==> src/rtl/mul_div_pkg.sv <==
// Shared encodings for the iterative multiply/divide unit: op codes, FSM states
// and the per-iteration step mode.
package mul_div_pkg;

    localparam int MD_WIDTH = 32;

    localparam logic [2:0] MD_MULT  = 3'b000;
    localparam logic [2:0] MD_MULTU = 3'b001;
    localparam logic [2:0] MD_DIV   = 3'b010;
    localparam logic [2:0] MD_DIVU  = 3'b011;
    localparam logic [2:0] MD_MTHI  = 3'b100;
    localparam logic [2:0] MD_MTLO  = 3'b101;

    typedef enum logic [1:0] {
        ST_IDLE  = 2'd0,
        ST_CALC  = 2'd1,
        ST_FIXUP = 2'd2
    } md_state_e;

    typedef enum logic {
        STEP_MUL = 1'b0,
        STEP_DIV = 1'b1
    } step_mode_e;

endpackage

==> src/rtl/mul_div_step.sv <==
// One radix-2 iteration on the {upper, lower} accumulator: shift-add for
// multiply, restoring shift-subtract for divide. Purely combinational.
module mul_div_step
    import mul_div_pkg::*;
#(
    parameter int WIDTH = MD_WIDTH
) (
    input  step_mode_e           mode_i,
    input  logic [2*WIDTH-1:0]   acc_i,
    input  logic [WIDTH-1:0]     opd_i,
    output logic [2*WIDTH-1:0]   acc_o
);

    logic [WIDTH:0]   sum;
    logic [WIDTH:0]   rem_sh;
    logic [WIDTH-1:0] diff;
    logic             ge;

    always_comb begin
        // Multiply: {partial product, multiplier}, consume multiplier LSB and shift right.
        sum    = {1'b0, acc_i[2*WIDTH-1:WIDTH]} + {1'b0, opd_i};
        // Divide: {remainder, dividend/quotient}, shift left and trial-subtract.
        rem_sh = acc_i[2*WIDTH-1:WIDTH-1];
        ge     = (rem_sh >= {1'b0, opd_i});
        diff   = rem_sh[WIDTH-1:0] - opd_i;
        acc_o  = '0;
        if (mode_i == STEP_MUL) begin
            acc_o = acc_i[0] ? {sum, acc_i[WIDTH-1:1]}
                             : {1'b0, acc_i[2*WIDTH-1:WIDTH], acc_i[WIDTH-1:1]};
        end else begin
            acc_o = ge ? {diff, acc_i[WIDTH-2:0], 1'b1}
                       : {rem_sh[WIDTH-1:0], acc_i[WIDTH-2:0], 1'b0};
        end
    end

endmodule

==> src/rtl/mul_div_unit.sv <==
// Iterative MULT/MULTU/DIV/DIVU unit owning HI/LO. Works on magnitudes for
// WIDTH iterations, then applies the result signs in a single fixup cycle.
module mul_div_unit
    import mul_div_pkg::*;
#(
    parameter int WIDTH = MD_WIDTH,
    parameter int CNT_W = 5
) (
    input  logic             clk,
    input  logic             reset_n,
    input  logic             start,
    input  logic [2:0]       op,
    input  logic [WIDTH-1:0] A,
    input  logic [WIDTH-1:0] B,
    input  logic             flush,
    output logic             busy,
    output logic             done,
    output logic [WIDTH-1:0] hi,
    output logic [WIDTH-1:0] lo
);

    md_state_e          state_q, state_d;
    logic [CNT_W-1:0]   cnt_q, cnt_d;
    logic [2*WIDTH-1:0] acc_q, acc_d, acc_step, prod;
    logic [WIDTH-1:0]   opd_q, opd_d, a_q, a_d;
    logic [WIDTH-1:0]   hi_q, hi_d, lo_q, lo_d;
    step_mode_e         mode_q, mode_d;
    logic               neg_res_q, neg_res_d, neg_rem_q, neg_rem_d;
    logic               div0_q, div0_d, done_q, done_d;
    logic               sgn_op, sa, sb;

    function automatic logic [WIDTH-1:0] neg_w(input logic n, input logic [WIDTH-1:0] v);
        return n ? -v : v;
    endfunction

    function automatic logic [2*WIDTH-1:0] neg_dw(input logic n, input logic [2*WIDTH-1:0] v);
        return n ? -v : v;
    endfunction

    mul_div_step #(.WIDTH(WIDTH)) u_step (
        .mode_i (mode_q),
        .acc_i  (acc_q),
        .opd_i  (opd_q),
        .acc_o  (acc_step)
    );

    always_comb begin
        state_d   = state_q;
        cnt_d     = cnt_q;
        acc_d     = acc_q;
        opd_d     = opd_q;
        a_d       = a_q;
        mode_d    = mode_q;
        neg_res_d = neg_res_q;
        neg_rem_d = neg_rem_q;
        div0_d    = div0_q;
        hi_d      = hi_q;
        lo_d      = lo_q;
        done_d    = 1'b0;
        sgn_op    = (op == MD_MULT) || (op == MD_DIV);
        sa        = sgn_op & A[WIDTH-1];
        sb        = sgn_op & B[WIDTH-1];
        prod      = neg_dw(neg_res_q, acc_q);
        case (state_q)
            ST_IDLE: begin
                if (start && !flush) begin
                    if (!op[2]) begin
                        state_d   = ST_CALC;
                        cnt_d     = '0;
                        acc_d     = {{WIDTH{1'b0}}, neg_w(sa, A)};
                        opd_d     = neg_w(sb, B);
                        a_d       = A;
                        mode_d    = op[1] ? STEP_DIV : STEP_MUL;
                        neg_res_d = sa ^ sb;
                        neg_rem_d = sa;
                        div0_d    = (B == '0);
                    end else if (op == MD_MTHI) begin
                        hi_d = A;
                    end else if (op == MD_MTLO) begin
                        lo_d = A;
                    end
                end
            end
            ST_CALC: begin
                if (flush) begin
                    state_d = ST_IDLE;
                end else begin
                    acc_d = acc_step;
                    cnt_d = cnt_q + CNT_W'(1);
                    if (cnt_q == CNT_W'(WIDTH - 1)) state_d = ST_FIXUP;
                end
            end
            ST_FIXUP: begin
                state_d = ST_IDLE;
                if (!flush) begin
                    done_d = 1'b1;
                    if (mode_q == STEP_MUL) begin
                        hi_d = prod[2*WIDTH-1:WIDTH];
                        lo_d = prod[WIDTH-1:0];
                    end else if (div0_q) begin
                        // Divide by zero returns the dividend untouched and an all-ones quotient.
                        hi_d = a_q;
                        lo_d = '1;
                    end else begin
                        hi_d = neg_w(neg_rem_q, acc_q[2*WIDTH-1:WIDTH]);
                        lo_d = neg_w(neg_res_q, acc_q[WIDTH-1:0]);
                    end
                end
            end
            default: state_d = ST_IDLE;
        endcase
    end

    always_ff @(posedge clk or negedge reset_n) begin
        if (!reset_n) begin
            state_q <= ST_IDLE;
            cnt_q   <= '0;
            hi_q    <= '0;
            lo_q    <= '0;
            done_q  <= 1'b0;
        end else begin
            state_q <= state_d;
            cnt_q   <= cnt_d;
            hi_q    <= hi_d;
            lo_q    <= lo_d;
            done_q  <= done_d;
        end
    end

    // Operand/accumulator state is only meaningful after a load, so it carries no reset.
    always_ff @(posedge clk) begin
        acc_q     <= acc_d;
        opd_q     <= opd_d;
        a_q       <= a_d;
        mode_q    <= mode_d;
        neg_res_q <= neg_res_d;
        neg_rem_q <= neg_rem_d;
        div0_q    <= div0_d;
    end

    assign busy = (state_q != ST_IDLE);
    assign done = done_q;
    assign hi   = hi_q;
    assign lo   = lo_q;

endmodule

==> config.mk <==
export PLATFORM = sky130hd
export DESIGN_NAME = mul_div_unit
export DESIGN_NICKNAME = d
export VERILOG_FILES = /design/src/rtl/mul_div_pkg.sv /design/src/rtl/mul_div_step.sv /design/src/rtl/mul_div_unit.sv
export SDC_FILE = /design/constraint.sdc
export NUM_CORES = 1
export LEC_CHECK = 0
export ABC_AREA = 1
export BUFFER_PORTS_ARGS = -buffer_cell sky130_fd_sc_hd__buf_4
export CORE_MARGIN = 4
export CORE_UTILIZATION = 30
export CTS_CLUSTER_SIZE = 10
export DETAILED_ROUTE_END_ITERATION = 10
export PLACE_DENSITY_LB_ADDON = 0.3
export SLEW_MARGIN = 20
export SYNTH_ARGS = -nofsm -noshare
export SYNTH_HDL_FRONTEND = slang
export SYNTH_SLANG_ARGS = --single-unit
export TNS_END_PERCENT = 10
==> constraint.sdc <==
create_clock -name clk -period 6.3 [get_ports clk]
set_clock_uncertainty 0.1 [all_clocks]
set_input_delay 0.63 -clock clk [delete_from_list [all_inputs] [get_ports clk]]
set_output_delay 0.63 -clock clk [all_outputs]
set_load 0.05 [all_outputs]
==> impl_metrics.csv <==
group,metric,value,unit
placed_design,dp_hpwl,57700,um
yosys,yosysTopAreaCell,"edfxtp_1",
clock_tree,cts_max_path_buffers,3,
power_and_ir_drop,cellLeakagePower,10.4,nW
power_and_ir_drop,p_int,0.00319,W
finish,fin_util,0.346,
yosys,syn_nets,3186,
sta,post-route-min-period,3.42,ns
floorplan,start_util,0.304,
run,cap_violations,0,
finish,diodes,0,
setup_path,timing.rr.end,"cnt_q[3]",
hold_path,hold_path_end,"a_q[21]",
setup_path,cp-end-kind,"register",
hold_path,min-delay-start,"A[21]",
sta,period_share,0.542,
floorplan,die_w,258,um
yosys,async_reset_ff_frac,0.353,
power_and_ir_drop,seq_power_share,0.337,
yosys,synth_area,18800,um^2
floorplan,boundaryPins,137,
yosys,synth.most_common_cell,"nand2_1",
clock_tree,clk_latency,0.60,ns
clock_tree,cts.sinks,204,
finish,multi_input_area,11000,um^2
detailed_routing,drt_iter0_drc,2090,
yosys,yosys-top-cells-count,"900 x nand2_1, 427 x inv_1, 425 x nor2_1",
yosys,synth-edff-count,132,
setup_path,crit_chain,"nor2_4, buf_4, inv_2, nor2_1, inv_1, a21oi_4, buf_4, inv_2, nor2_1, nand3_1, o21ai_1, a21oi_1",
power_and_ir_drop,combPwrFrac,0.401,
detailed_routing,ant_nets,0,
yosys,synthDistinctLibCells,53,
clock_tree,htreeDepth,1,
clock_tree,cts_tree,"built",
detailed_routing,drcViolationCount,0,
floorplan,fp.dieH,258,um
placed_design,io_buffers,136,
detailed_routing,routed_wl,73800,um
global_routing,grt_pass1_vias,18800,
setup_path,start_kind,"register",
run_status,status,"completed",
clock_tree,cts_root_buffer,"clkbuf_16",
detailed_routing,routedWlPerCell,18.5,um
clock_tree,postCtsSetupRepairBufs,0,
detailed_routing,num_vias,20300,
detailed_routing,vias_per_cell,5.09,
yosys,synthTopCellsByArea,"edfxtp_1 21%, nand2_1 18%, dfrtp_1 9.6%",
sta,finalHoldViolCount,0,
placed_design,dp_slack,2.83,ns
global_routing,grt_usage,0.214,
setup_path,cp.arrival,3.78,ns
power_and_ir_drop,p_switching,0.00248,W
setup_path,slowest_delay,0.52,ns
sta,setup_ws,2.88,ns
sta,maxSlewViolCount,0,
detailed_routing,firstDrtPassIters,8,
yosys,synth-main-ff-cell,"edfxtp_1",
floorplan,fp.dieArea,66700,um^2
yosys,synth_warnings,0,
floorplan,core-area,61800,um^2
setup_path,worstSetupPathType,"reg2reg",
sta,tns,0,ns
setup_path,r2r_slack,2.88,ns
hold_path,hold_path_class,"in2reg",
global_routing,grt_overflow_total,0,
sta,timing.fmax,293,MHz
floorplan,fp-row-count,91,
setup_path,worst_path_max_delay_cell,"inv_2",
yosys,yosysTopAreaCellShare,0.211,
finish,n_fill_cell,6875,
setup_path,r2r_cells,12,
placed_design,globalplace.congestion,0.970,
sta,slew_headroom,0.284,
global_routing,grt_pass1_wl,112000,um
sta,worst-slew-pin-transition,1.07,ns
power_and_ir_drop,power.share.switching,0.438,
setup_path,r2r_start,"state_q[1]",
global_routing,grt_max_degree,92,
clock_tree,clkSlewWorstSetupHoldPaths,0.06,ns
hold_path,hold_depth,1,
power_and_ir_drop,clkPwrFrac,0.262,
yosys,ys_seq_area_frac,0.307,
sta,setup_violations,0,
setup_path,crit_required,6.66,ns
yosys,avgSynthCellArea,6.17,um^2
yosys,ys_ff_latch,204,
yosys,syn_inst,3043,
finish,seqCellArea,5770,um^2
sta,rsz0062_at_grt,"false",
finish,fin_nets,3279,
global_routing,antenna_found_initial,0,
power_and_ir_drop,ir_drop,0.000226,V
clock_tree,cts-buffers-inserted,27,
finish,area_growth,14.0,%
setup_path,crit_path_max_fanout,54,
power_and_ir_drop,powerDensity,265,nW/um^2
finish,drive_gt1_frac,0.0716,
-- metrics by stage --
step                      power (W)  hold slack, ns  instances  cell area, um^2
after floorplan             0.00342           0.234       3043            18800
after global placement      0.00420           0.380       3943            20600
after detailed placement    0.00421           0.382       3943            20600
after CTS                   0.00568           0.111       3993            21400
after global routing        0.00597           0.115       3993            21400
final                       0.00567           0.118       3993            21400
-- state kept, by name, summed over array words and instances, names as in the netlist --
register	count
a_q	32
acc_q	64
cnt_q	5
div0_q	1
done	1
hi	32
lo	32
mode_q	1
neg_rem_q	1
neg_res_q	1
opd_q	32
state_q	2
-- cell usage in the layout, fill, tap and decap left out, types with 3 or more instances in the layout --
| cell | n |
|---|---|
| nand2_1 | 900 |
| inv_1 | 427 |
| nor2_1 | 423 |
| nand3_1 | 276 |
| a21oi_1 | 226 |
| o21ai_0 | 159 |
| buf_4 | 152 |
| edfxtp_1 | 132 |
| dfrtp_1 | 72 |
| ha_1 | 70 |
| xor2_1 | 56 |
| nor3_1 | 38 |
| nand4_1 | 30 |
| o21ai_1 | 27 |
| clkbuf_16 | 27 |
| clkbuf_1 | 15 |
| a31oi_1 | 14 |
| inv_2 | 11 |
| xnor2_1 | 10 |
| o22ai_1 | 8 |
| o21bai_1 | 7 |
| o211ai_1 | 7 |
| or2_2 | 7 |
| nor2_2 | 6 |
| nand3b_1 | 6 |
| nor2_4 | 5 |
| o31ai_1 | 4 |
| o21ai_2 | 3 |
-- final cells by class --
type | count | area share
clock inverter | 5 | 0.00228
inverter | 440 | 0.0771
clock buffer | 44 | 0.0355
timing repair buffer | 153 | 0.0537
sequential | 204 | 0.269
multi-input combinational | 2310 | 0.513
tap | 837 | 0.0489
-- what timing repair did --
| item | CTS | global route |
|---|---|---|
| hold buffers | 1 | 0 |
| gates resized for setup | 0 | 0 |
| hold endpoints to repair | 23 | 0 |
-- cells by family after synthesis --
logic type | synth area share
compound gates | 0.132
simple gates | 0.372
xor+xnor | 0.0308
fa+ha+maj | 0.0488
buf+inv | 0.109
flops | 0.307
-- worst max path at each step --
stage               end  slack (ns)  startpoint  cells past startpoint
6_report       cnt_q[3]        2.88  state_q[1]                     12
3_3_place_gp   cnt_q[3]        2.88  state_q[1]                     12
3_5_place_dp   cnt_q[3]        2.83  state_q[1]                     12
5_1_grt        cnt_q[3]        2.53  state_q[1]                     12
2_1_floorplan  cnt_q[3]        1.65  state_q[1]                      8
4_1_cts        cnt_q[3]        2.80  state_q[1]                     12
-- worst max-delay path, delay by kind of cell (launching register included) --
family / cells / cell delay [ns]
DFF: 1 / 0.43
AOI/OAI and AO/OA: 3 / 0.33
buffers and inverters: 5 / 1.68
and+or+nand+nor: 4 / 0.71
-- power groups by stage --
stage | sequential (W) | combinational, W | clock, W
after floorplan | 0.00245 | 0.000972 | 0
after detailed placement | 0.00194 | 0.00227 | 0
after global routing | 0.00194 | 0.00248 | 0.00155
final | 0.00191 | 0.00227 | 0.00148
after global placement | 0.00194 | 0.00226 | 0
after CTS | 0.00191 | 0.00228 | 0.00149
-- routing by layer --
| layer | GRT usage | part of all wire | up-vias |
|---|---|---|---|
| li1 | - | - | 10000 |
| met1 | 0.303 | 0.44 | 9332 |
| met2 | 0.339 | 0.44 | 868 |
| met3 | 0.0288 | 0.082 | 124 |
| met4 | 0.0709 | 0.035 | 0 |
| met5 | 0 | 0 | - |
(Power assumes the default switching activity.)
